**src/rtl/pipe_ctrl.sv**
```systemverilog
// pipe_ctrl: pipelined control unit -- ID decode, ID/EX, EX/MEM and MEM/WB control registers,
// load-use/RAW hazard detection, forwarding selects and next-PC control.
module pipe_ctrl #(
  parameter int AW = 5,
  parameter int ALUOP_W = 4,
  parameter int FWD_EN = 1
) (
  input  logic               clk,
  input  logic               rst,
  input  logic               id_valid,
  input  logic [5:0]         id_op,
  input  logic [5:0]         id_funct,
  input  logic [AW-1:0]      id_rs,
  input  logic [AW-1:0]      id_rt,
  input  logic [AW-1:0]      id_rd,
  input  logic               ex_zero,
  output logic [ALUOP_W-1:0] ex_alu_op,
  output logic               ex_alu_src,
  output logic               ex_areg_sel,
  output logic               ex_ext_op,
  output logic [AW-1:0]      ex_rs,
  output logic [AW-1:0]      ex_rt,
  output logic               mem_mem_write,
  output logic               mem_mem_read,
  output logic               wb_reg_write,
  output logic [1:0]         wb_wd_sel,
  output logic [AW-1:0]      wb_wr_addr,
  output logic [1:0]         fwd_a,
  output logic [1:0]         fwd_b,
  output logic               pc_write,
  output logic               ifid_write,
  output logic               flush_if,
  output logic [1:0]         npc_op
);
  localparam logic [AW-1:0] LINK = '1;
  localparam logic [ALUOP_W-1:0] A_ADD = ALUOP_W'(1), A_SUB = ALUOP_W'(2), A_AND = ALUOP_W'(3),
    A_OR = ALUOP_W'(4), A_SLT = ALUOP_W'(5), A_SLTU = ALUOP_W'(6), A_ADDU = ALUOP_W'(7),
    A_SUBU = ALUOP_W'(8), A_XOR = ALUOP_W'(9), A_NOR = ALUOP_W'(10), A_SLL = ALUOP_W'(11),
    A_SRL = ALUOP_W'(12), A_SRA = ALUOP_W'(13), A_LUI = ALUOP_W'(14);
  typedef struct packed {
    logic rw, mw, mr, asrc, asel, ext;
    logic [1:0] wd;
    logic [ALUOP_W-1:0] alu;
    logic beq, bne, jr;
    logic [AW-1:0] wr, rs, rt;
  } idex_t;
  typedef struct packed {
    logic rw, mw, mr;
    logic [1:0] wd;
    logic [AW-1:0] wr;
  } exmem_t;
  typedef struct packed {
    logic rw;
    logic [1:0] wd;
    logic [AW-1:0] wr;
  } memwb_t;
  idex_t  dec, idex_d, idex_q;
  exmem_t exmem_d, exmem_q;
  memwb_t memwb_d, memwb_q;
  logic jmp, urs, urt, taken, redir, haz, stall;
  function automatic logic reads(input logic [AW-1:0] w, input logic [AW-1:0] rs, input logic [AW-1:0] rt,
                                 input logic ur, input logic ut);
    return w != '0 && ((ur && rs == w) || (ut && rt == w));
  endfunction
  function automatic logic [1:0] fsel(input logic [AW-1:0] src, input exmem_t em, input memwb_t mw);
    return (em.rw && em.wr != '0 && em.wr == src) ? 2'b10 :
           (mw.rw && mw.wr != '0 && mw.wr == src) ? 2'b01 : 2'b00;
  endfunction
  always_comb begin
    dec = '0;
    jmp = 1'b0;
    urs = 1'b0;
    urt = 1'b0;
    case (id_op)
      6'h00: begin
        dec.rw = 1'b1;
        urs = 1'b1;
        urt = 1'b1;
        case (id_funct)
          6'h20: dec.alu = A_ADD;
          6'h21: dec.alu = A_ADDU;
          6'h22: dec.alu = A_SUB;
          6'h23: dec.alu = A_SUBU;
          6'h24: dec.alu = A_AND;
          6'h25: dec.alu = A_OR;
          6'h26: dec.alu = A_XOR;
          6'h27: dec.alu = A_NOR;
          6'h2a: dec.alu = A_SLT;
          6'h2b: dec.alu = A_SLTU;
          6'h00: begin dec.alu = A_SLL; dec.asel = 1'b1; urs = 1'b0; end
          6'h02: begin dec.alu = A_SRL; dec.asel = 1'b1; urs = 1'b0; end
          6'h03: begin dec.alu = A_SRA; dec.asel = 1'b1; urs = 1'b0; end
          6'h08: begin dec.rw = 1'b0; dec.jr = 1'b1; urt = 1'b0; end
          6'h09: begin dec.wd = 2'b10; dec.jr = 1'b1; urt = 1'b0; end
          default: begin dec.rw = 1'b0; urs = 1'b0; urt = 1'b0; end
        endcase
      end
      6'h08: begin dec.rw = 1'b1; dec.asrc = 1'b1; dec.ext = 1'b1; dec.alu = A_ADD; urs = 1'b1; end
      6'h09: begin dec.rw = 1'b1; dec.asrc = 1'b1; dec.ext = 1'b1; dec.alu = A_ADDU; urs = 1'b1; end
      6'h0a: begin dec.rw = 1'b1; dec.asrc = 1'b1; dec.ext = 1'b1; dec.alu = A_SLT; urs = 1'b1; end
      6'h0c: begin dec.rw = 1'b1; dec.asrc = 1'b1; dec.alu = A_AND; urs = 1'b1; end
      6'h0d: begin dec.rw = 1'b1; dec.asrc = 1'b1; dec.alu = A_OR; urs = 1'b1; end
      6'h0e: begin dec.rw = 1'b1; dec.asrc = 1'b1; dec.alu = A_XOR; urs = 1'b1; end
      6'h0f: begin dec.rw = 1'b1; dec.asrc = 1'b1; dec.alu = A_LUI; end
      6'h23: begin
        dec.rw = 1'b1; dec.mr = 1'b1; dec.asrc = 1'b1; dec.ext = 1'b1; dec.wd = 2'b01;
        dec.alu = A_ADD; urs = 1'b1;
      end
      6'h2b: begin dec.mw = 1'b1; dec.asrc = 1'b1; dec.ext = 1'b1; dec.alu = A_ADD; urs = 1'b1; urt = 1'b1; end
      6'h04: begin dec.beq = 1'b1; dec.ext = 1'b1; dec.alu = A_SUB; urs = 1'b1; urt = 1'b1; end
      6'h05: begin dec.bne = 1'b1; dec.ext = 1'b1; dec.alu = A_SUB; urs = 1'b1; urt = 1'b1; end
      6'h02: jmp = 1'b1;
      6'h03: begin jmp = 1'b1; dec.rw = 1'b1; dec.wd = 2'b10; end
      default: ;
    endcase
    dec.wr = id_op == 6'h00 ? ((dec.jr & dec.rw) ? LINK : id_rd) : (id_op == 6'h03 ? LINK : id_rt);
    dec.rs = id_rs;
    dec.rt = id_rt;
    if (!id_valid) begin
      dec = '0;
      jmp = 1'b0;
      urs = 1'b0;
      urt = 1'b0;
    end
  end
  // a redirect flushes the ID instruction anyway, so it overrides any stall
  always_comb begin
    taken = (idex_q.beq & ex_zero) | (idex_q.bne & ~ex_zero);
    redir = taken | idex_q.jr;
    haz = (idex_q.mr & reads(idex_q.wr, dec.rs, dec.rt, urs, urt)) |
          ((FWD_EN == 0) & ((idex_q.rw & reads(idex_q.wr, dec.rs, dec.rt, urs, urt)) |
                            (exmem_q.rw & reads(exmem_q.wr, dec.rs, dec.rt, urs, urt))));
    stall = haz & ~redir & ~rst;
    pc_write = ~stall;
    ifid_write = ~stall;
    flush_if = ~rst & (redir | (jmp & ~stall));
    npc_op = rst ? 2'b00 : taken ? 2'b01 : idex_q.jr ? 2'b11 : (jmp & ~stall) ? 2'b10 : 2'b00;
    fwd_a = FWD_EN != 0 ? fsel(idex_q.rs, exmem_q, memwb_q) : 2'b00;
    fwd_b = FWD_EN != 0 ? fsel(idex_q.rt, exmem_q, memwb_q) : 2'b00;
    idex_d = (stall | redir) ? '0 : dec;
    exmem_d = '{rw: idex_q.rw, mw: idex_q.mw, mr: idex_q.mr, wd: idex_q.wd, wr: idex_q.wr};
    memwb_d = '{rw: exmem_q.rw, wd: exmem_q.wd, wr: exmem_q.wr};
  end
  always_ff @(posedge clk) begin
    if (rst) begin
      idex_q <= '0;
      exmem_q <= '0;
      memwb_q <= '0;
    end else begin
      idex_q <= idex_d;
      exmem_q <= exmem_d;
      memwb_q <= memwb_d;
    end
  end
  assign ex_alu_op = idex_q.alu;
  assign ex_alu_src = idex_q.asrc;
  assign ex_areg_sel = idex_q.asel;
  assign ex_ext_op = idex_q.ext;
  assign ex_rs = idex_q.rs;
  assign ex_rt = idex_q.rt;
  assign mem_mem_write = exmem_q.mw;
  assign mem_mem_read = exmem_q.mr;
  assign wb_reg_write = memwb_q.rw;
  assign wb_wd_sel = memwb_q.wd;
  assign wb_wr_addr = memwb_q.wr;
endmodule
```
**config.mk**
```make
export PLATFORM = sky130hd
export DESIGN_NAME = pipe_ctrl
export DESIGN_NICKNAME = d
export VERILOG_FILES = /design/src/rtl/pipe_ctrl.sv
export SDC_FILE = /design/constraint.sdc
export NUM_CORES = 1
export LEC_CHECK = 0
export CAP_MARGIN = 0
export CORE_AREA = 5 5 82 84
export DETAILED_ROUTE_END_ITERATION = 7
export DIE_AREA = 0 0 87 89
export PLACE_DENSITY_LB_ADDON = 0.25
export REMOVE_ABC_BUFFERS = 1
export SLEW_MARGIN = 20
export SYNTH_ARGS = -nofsm -noshare
export SYNTH_HDL_FRONTEND = slang
export SYNTH_SLANG_ARGS = --single-unit
```
**constraint.sdc**
```tcl
create_clock -name clk -period 2.54 [get_ports clk]
set_input_delay 0.254 -clock clk [delete_from_list [all_inputs] [get_ports clk]]
set_output_delay 0.254 -clock clk [all_outputs]
set_load 0.01 [all_outputs]
```
Yosys cells after proc, flatten, opt, wreduce, memory -nomap -nowiden
Index checks and enable logic that the tools add are counted.

cells by class
  $lt $le $gt $ge = 0
  eq/ne operators = 33
  reductions and logical operators = 31
  bitwise operators = 18
  divide/modulo/power cells = 0
  muxes and demuxes = 35
  add/subtract/negate cells = 0
  multiply operators = 0
  shift operators = 0

operators with widths
  operator                                        number
  == test 6 bit (second input constant)           12
  == test 6 x 4 -> 1 bit (second input constant)  9
  case mux 4 bit (13 select lines)                1
  case mux 4 bit (9 select lines)                 1
  == test 5 bit                                   6
  == test 6 x 2 -> 1 bit (second input constant)  4
  2-to-1 mux 1 bit                                18
  OR reduction 9 bit                              2
  2-to-1 mux 5 bit                                3
  nonzero test 5 bit                              3
  2-to-1 mux 2 bit                                7
  OR reduction 14 bit                             1
  OR reduction 13 bit                             1
  == test 6 x 3 -> 1 bit (second input constant)  2
  zero test 6 bit                                 2
  OR reduction 12 bit                             1
  OR reduction 3 bit                              4
  2-to-1 mux 10 bit                               1
  OR reduction 10 bit                             1
  logical AND 1 bit                               9
  bitwise AND 1 bit                               8
  OR reduction 2 bit                              4
  OR reduction 7 bit                              1
  inverter 1 bit                                  6
  other kinds (5)                                 10

word-level totals
  latch bits = 0
  ROM bits = 0
  word-level logic and storage cells = 139
  bits in registers = 48
  input bits = 31
  memory bits (writable) = 0
  memories kept = 0

Longest topological paths before layout
Gate-level depths: netlist of the first run.

  depth after elaboration = 17
  gate-level depth with buffers = 9
  mapped depth without buffers = 6

Least setup slack after synthesis of the first run
OpenSTA, ideal clock, no wires.

  path kind = input to output
  start = input id_op[5]
  end = output pc_write
  path buffers = 3
  data arrival time = 1.873 ns
  cell stages on the path = 9
  slack = 0.413 ns
  data required time = 2.286 ns
  path through = buf_6 or3_4 nor4b_4 o21ai_2 o21ai_0 a32o_2 buf_6 nand2_2 buf_4

between the ends
  longest elaborated chain between the ends = 11
  elaborated cells on any way between the ends = 25
  classes of those cells = eq/ne: 10; mux: 4; bitwise: 4; reduce/logical: 7

RTL lines
  element                                                                     RTL line  RTL
  start: declaration                                                          11        input logic [5:0] id_op,
  == test 6 x 3 -> 1 bit (tied with other cells)                              74        case (id_op)
  OR reduction 10 bit (no source line) or OR reduction 3 bit (tied branches)  -
  case mux 1 bit (2 select lines)                                             74
  2-to-1 mux 1 bit                                                            119       if (!id_valid) begin
  logical AND 1 bit                                                           -
  logical OR 1 bit (*)                                                        -
  logical AND 1 bit (*)                                                       -
  bitwise AND 1 bit (*)                                                       130       haz = (idex_q.mr & reads(idex_q.wr, dec.rs, dec.rt, urs, urt)) |
  bitwise AND 1 bit (*) (2 in series)                                         133       stall = haz & ~redir & ~rst;
  inverter 1 bit (*)                                                          -
  end: declaration                                                            30        output logic pc_write,

Mark *: on every way between the ends. The rest lies on a longest branch, timed or not.

Final worst setup path of the first run
  start = input id_op[5]
  end = output ifid_write

between the ends
  longest elaborated chain between the ends = 11
  elaborated cells on any way between the ends = 25
  classes of those cells = eq/ne: 10; mux: 4; bitwise: 4; reduce/logical: 7

RTL lines
  element                                                                     RTL line  RTL
  == test 6 x 3 -> 1 bit (tied with other cells)                              74
  OR reduction 10 bit (no source line) or OR reduction 3 bit (tied branches)  -
  case mux 1 bit (2 select lines)                                             74
  2-to-1 mux 1 bit                                                            119
  logical AND 1 bit                                                           -
  logical OR 1 bit (*)                                                        -
  logical AND 1 bit (*)                                                       -
  bitwise AND 1 bit (*)                                                       130
  bitwise AND 1 bit (*) (2 in series)                                         133
  inverter 1 bit (*)                                                          135       ifid_write = ~stall;
  end: declaration                                                            31        output logic ifid_write,

Marked as above.

==> flow_summary.ini, run 1 <==
[global_route]
track_usage = 0.177
grt_pass1_wl_um = 10800
grt_overflow = 0
grt_max_degree = 22
grt_pass1_vias = 2420
antenna_found_initial = 0

[clock_network]
cts_buffers = 5
cts_sinks = 48
cts_max_path_buffers = 2
clk_latency_ns = 0.29
clockRootBuffer = clkbuf_8
post_cts_buffers = 0
htreeDepth = 2
cts_tree = yes
clk_pin_slew_worst_paths_ns = 0.08

[route]
routed-via-count = 2486
drtIter0Drc = 94
ant_nets = 0
drt_wl_total_um = 6690
drc = 0
firstDrtPassIters = 4
viasPerCell = 5.33
wl_per_cell_um = 14.4

[cells_and_area]
fin_util = 0.608
final_nets = 422
layout-drive-gt1-share = 0.153
n_antenna_cell = 0
final_cell_area_um2 = 3560
area_growth_pct = 37.4

[sta]
fmax_mhz = 417
finalMaxSlewViolations = 0
period_share = 0.944
slew_headroom = 0.676
tightest_slew_ns = 0.473
skew_ns = 0.00621
worst_slack_ns = 0.142
rsz0062_at_grt = false
fin_crit_ns = 2.40
setup_violations = 0
holdWs_ns = 0.441
setup_tns_ns = 0
hold_viol = 0

[die]
boundaryPins = 67
core_area_um2 = 5850
row_count = 28
start_util = 0.443
die_h_um = 89
die_x_um = 87
die_area_um2 = 7740

[logic_synthesis]
syn-cell-area_um2 = 2590
synth_area_leaders = dfxtp_1 37%, xor2_1 5.7%, nor2b_1 4.8%
yosys_warnings = 0
postSynthCellCount = 311
synth_most_common_cell = dfxtp_1
async_flop_share = 0
synth.top_cell.area_share = 0.371
yosys.area.top_type = dfxtp_1
seq_area_frac_synth = 0.371
avgSynthCellArea_um2 = 8.33
synth_edf_count = 0
synth_common_cells = 48 x dfxtp_1, 31 x nor2_1, 25 x nand2_1, 20 x nor2b_1, 17 x xor2_1
yosysUniqueCellTypes = 43
synth_seq_cells = 48
yosys_most_used_dff = dfxtp_1

[worst_setup_path]
critical_path_class = in2out
crit_fanout = 9
ff2ff_setup_slack_ns = 0.32
slowest_delay_ns = 0.41
start_kind = input port
r2r_end = ex_alu_src$_SDFF_PP0_
crit_slowest_cell = clkdlybuf4s50_1
worstSetupEndpointType = primary output
crit_path_cell_trace = clkdlybuf4s50_1 -> buf_4 -> nor3_4 -> nand3b_1 -> or2_2 -> o22ai_1 -> a32o_2 -> nand2_2 -> dlygate4sd2_1
reg2reg_depth = 7
required_ns = 2.29
worstReg2RegStart = exmem_d[3]$_SDFF_PP0_
critPathLaunch = id_op[5]
arrival_ns = 2.14

[placement]
io_buffers = 66
post-dp-hpwl_um = 5320
post_dp_cell_area_um2 = 3430
routabilityCongestion = 0.886
place_ws_ns = -0.101

[worst_hold_path]
worstHoldStart = exmem_d[5]$_SDFF_PP0_
hold_path_class = reg2reg
whs_endpoint = exmem_q[5]$_SDFF_PP0_
holdPathStages = 1

[pwr]
p_leak_nw = 1.45
peakVddDrop_v = 0.000252
p_per_area_nw_per_um2 = 476

[job]
drv_cap = 0

[status]
status = completed
[layer usage]
metal	wire length, um	vias up	share of wire	global-route usage
li1	-	1236	-	-
met1	2850	1151	0.43	0.203
met2	3290	81	0.49	0.320
met3	328	18	0.049	0.0323
met4	223	0	0.033	0.0807
met5	0	-	0	0
[critical path, delay by kind of cell]
kind | cells | cell delay, ns
AND/OR/NAND/NOR | 4 | 0.67
AO/OA/AOI/OAI | 2 | 0.32
buffers and inverters | 3 | 0.88
[cell usage in the layout, fill, tap and decap left out, drive strengths merged, types with 2 or more instances in the layout]
master and instances:
a21oi 10, nand3 10, dfxtp 48, nor3 17, or2 2, clkbuf 5, xor2 17, a211oi 8
nand2b 3, nand2 26, a31oi 2, a22oi 5, buf 40, or4 6, a22o 2, nor4b 3
bufinv 2, o21ai 16, inv 5, nor2 31, xnor2 13, or3 2, dlygate4sd2 4, a21o 2
clkdlybuf4s50 62, o22ai 8, nor2b 20, nand3b 4, nor4 8
[worst max-delay path by stage]
stage                       endpoint  slack, ns  cells past startpoint
after floorplan           ifid_write       0.24                      3
after global placement      pc_write      -0.08                      8
after detailed placement  ifid_write      -0.10                      9
after CTS                 ifid_write       0.13                      9
after global routing        pc_write       0.03                      8
final                     ifid_write       0.14                      9
[repair_timing]
action,in CTS,in global routing
endpoints found under the hold margin,0,0
setup endpoints to repair,4,0
resized for setup,6,0
hold buffers,0,0
[state kept, by name, indices dropped and copies added, names as in the netlist]
name,flops
wb_wd_sel,2
idex_q,3
exmem_q,8
ex_rs,5
wb_wr_addr,5
ex_alu_src,1
exmem_d,10
ex_rt,5
ex_areg_sel,1
mem_mem_write,1
ex_alu_op,4
mem_mem_read,1
ex_ext_op,1
wb_reg_write,1
[cell families after synthesis]
| logic type | count (synthesis) | share of synthesized area |
|---|---|---|
| AND/OR/NAND/NOR | 134 | 0.280 |
| buffers and inverters | 38 | 0.0928 |
| flip-flops | 48 | 0.371 |
| multiplexers | 2 | 0.00821 |
| AO/OA/AOI/OAI | 59 | 0.147 |
| XOR/XNOR | 30 | 0.101 |
[per-stage QoR]
step | std cells | power [W]
after floorplan | 278 | 0.000911
after global placement | 459 | 0.00108
after detailed placement | 459 | 0.00108
after CTS | 466 | 0.00171
after global routing | 466 | 0.00177
final | 466 | 0.00169
[area by class of cell]
cell class / instances / area [um^2]
Multi-Input combinational cell: 225 / 1400
Sequential cell: 48 / 961
Clock buffer: 5 / 68.8
Clock inverter: 2 / 60.1
Tap cell: 75 / 93.8
Timing Repair Buffer: 106 / 956
Inverter: 5 / 18.8
Fill cell: 526 / 2290
[power by group]
part / total [W] / internal, W / switching, W
registers: 0.000786 / 0.000768 / 0.0000177
logic: 0.000281 / 0.000151 / 0.000130
clock network: 0.000626 / 0.000387 / 0.000239
total: 0.00169 / 0.00131 / 0.000387
Power figures use the tool's default switching activity.
==> run 2: changes to the inputs <==
clock period = 3.05 ns   (was 2.54 ns; I/O delays follow)
==> flow_summary.ini, run 2 (synthesis results as in run 1) <==
[pwr]
p_leak_nw = 1.30
peakVddDrop_v = 0.000212
p_per_area_nw_per_um2 = 378

[clock_network]
cts_sinks = 48
cts_max_path_buffers = 2
htreeDepth = 2
cts_tree = yes
clk_latency_ns = 0.30
clockRootBuffer = clkbuf_8
cts_resized = 0
cts_buffers = 5
clk_pin_slew_worst_paths_ns = 0.08
cts.hold.buffers_added = 0
post_cts_buffers = 0

[cells_and_area]
final_nets = 396
largest_reg_flops = 10
final_cell_area_um2 = 3330
n_fill_cell = 542
n_antenna_cell = 0
layout-drive-gt1-share = 0.0929
layout_common_cells = 66 x clkdlybuf4s50_1, 48 x dfxtp_1, 31 x nor2_1, 25 x nand2_1, 20 x nor2b_1
layout_commonest_cell = clkdlybuf4s50_1
area_growth_pct = 28.6

[sta]
setup_tns_ns = 0
rsz0062_at_grt = false
fin_crit_ns = 2.79
fmax_mhz = 359
slew_headroom = 0.611
tightest_slew_ns = 0.579
period_share = 0.913
skew_ns = 0.00387
setup_violations = 0
finalMaxSlewViolations = 0
hold_viol = 0

[global_route]
grt_pass1_vias = 2280
grt_pass1_wl_um = 10500
track_usage = 0.170
grt_overflow = 0
antenna_found_initial = 0
grt_max_degree = 31

[route]
firstDrtPassIters = 5
ant_nets = 0
drt_wl_total_um = 6330
viasPerCell = 5.45
routed-via-count = 2402
drc = 0
wl_per_cell_um = 14.3
drtIter0Drc = 110

[worst_setup_path]
crit_slowest_cell = clkdlybuf4s50_1
worstSetupEndpointType = primary output
required_ns = 2.74
slowest_delay_ns = 0.50
critical_path_class = in2out
worst-path-buf-inv = 2
start_kind = input port
crit_fanout = 4
path_delay_family = buffers and inverters
path_common_cell = clkdlybuf4s50_1
crit_path_cell_trace = clkdlybuf4s50_1 -> or3_4 -> nor4b_4 -> o21ai_2 -> o21ai_0 -> a32o_2 -> nand2_2 -> clkdlybuf4s50_1
worstReg2RegStart = exmem_d[3]$_SDFF_PP0_
critPathLaunch = id_op[4]
arrival_ns = 2.48

[placement]
post-dp-hpwl_um = 4900
post_dp_cell_area_um2 = 3230
routabilityCongestion = 0.865
io_buffers = 66

[worst_hold_path]
hold_path_class = reg2reg
worstHoldStart = exmem_d[8]$_SDFF_PP0_

[die]
die_h_um = 89
die_area_um2 = 7740
boundaryPins = 67
start_util = 0.443
core_area_um2 = 5850
die_x_um = 87
row_count = 28

[status]
status = completed

[job]
drv_cap = 0
-- run 2: cell types whose count changed in the layout (fill, tap and decap cells not counted), moves of 2 or more --
cell	change
bufinv_16	-2
clkinvlp_4	+2
buf_4	-26
clkdlybuf4s50_1	+4
dlygate4sd2_1	-4
-- run 2: cell type report --
class	instances	area [um^2]	share of cell area
multi-input combinational	225	1400	0.419
sequential	48	961	0.288
timing repair buffer	80	766	0.230
tap	75	93.8	0.0282
clock buffer	6	82.6	0.0248
inverter	5	18.8	0.00563
clock inverter	2	15.0	0.00451
-- run 2: layer usage --
layer / track usage / routed length (um)
met1: 0.194 / 2540
met2: 0.300 / 3110
met3: 0.0396 / 492
met4: 0.0836 / 178
met5: 0 / 0
-- run 2: where the power goes --
part / internal (W) / switching, W
clock: 0.000184 / 0.000211
combinational: 0.000107 / 0.000102
sequential: 0.000640 / 0.0000152
total: 0.000930 / 0.000328
-- run 2: path summary, 6_finish.rpt --
path,to,slack [ns],depth (start not counted)
worst max register to register,ex_alu_src$_SDFF_PP0_,0.95,7
worst min register to register,mem_mem_write$_SDFF_PP0_,0.44,1
worst max-delay path,ifid_write,0.26,8
worst min-delay path,mem_mem_write$_SDFF_PP0_,0.44,1
-- run 2: stage by stage --
stage / instances / power, W / util / setup WS (ns) / hold slack [ns]
after global placement: 433 / 0.000874 / 0.553 / 0.304 / 0.416
after global routing: 441 / 0.00132 / 0.570 / 0.0507 / 0.460
after CTS: 441 / 0.00127 / 0.570 / 0.249 / 0.445
after detailed placement: 433 / 0.000878 / 0.553 / 0.262 / 0.423
after floorplan: 278 / 0.000759 / - / 0.649 / 0.377
final: 441 / 0.00126 / 0.570 / 0.264 / 0.439
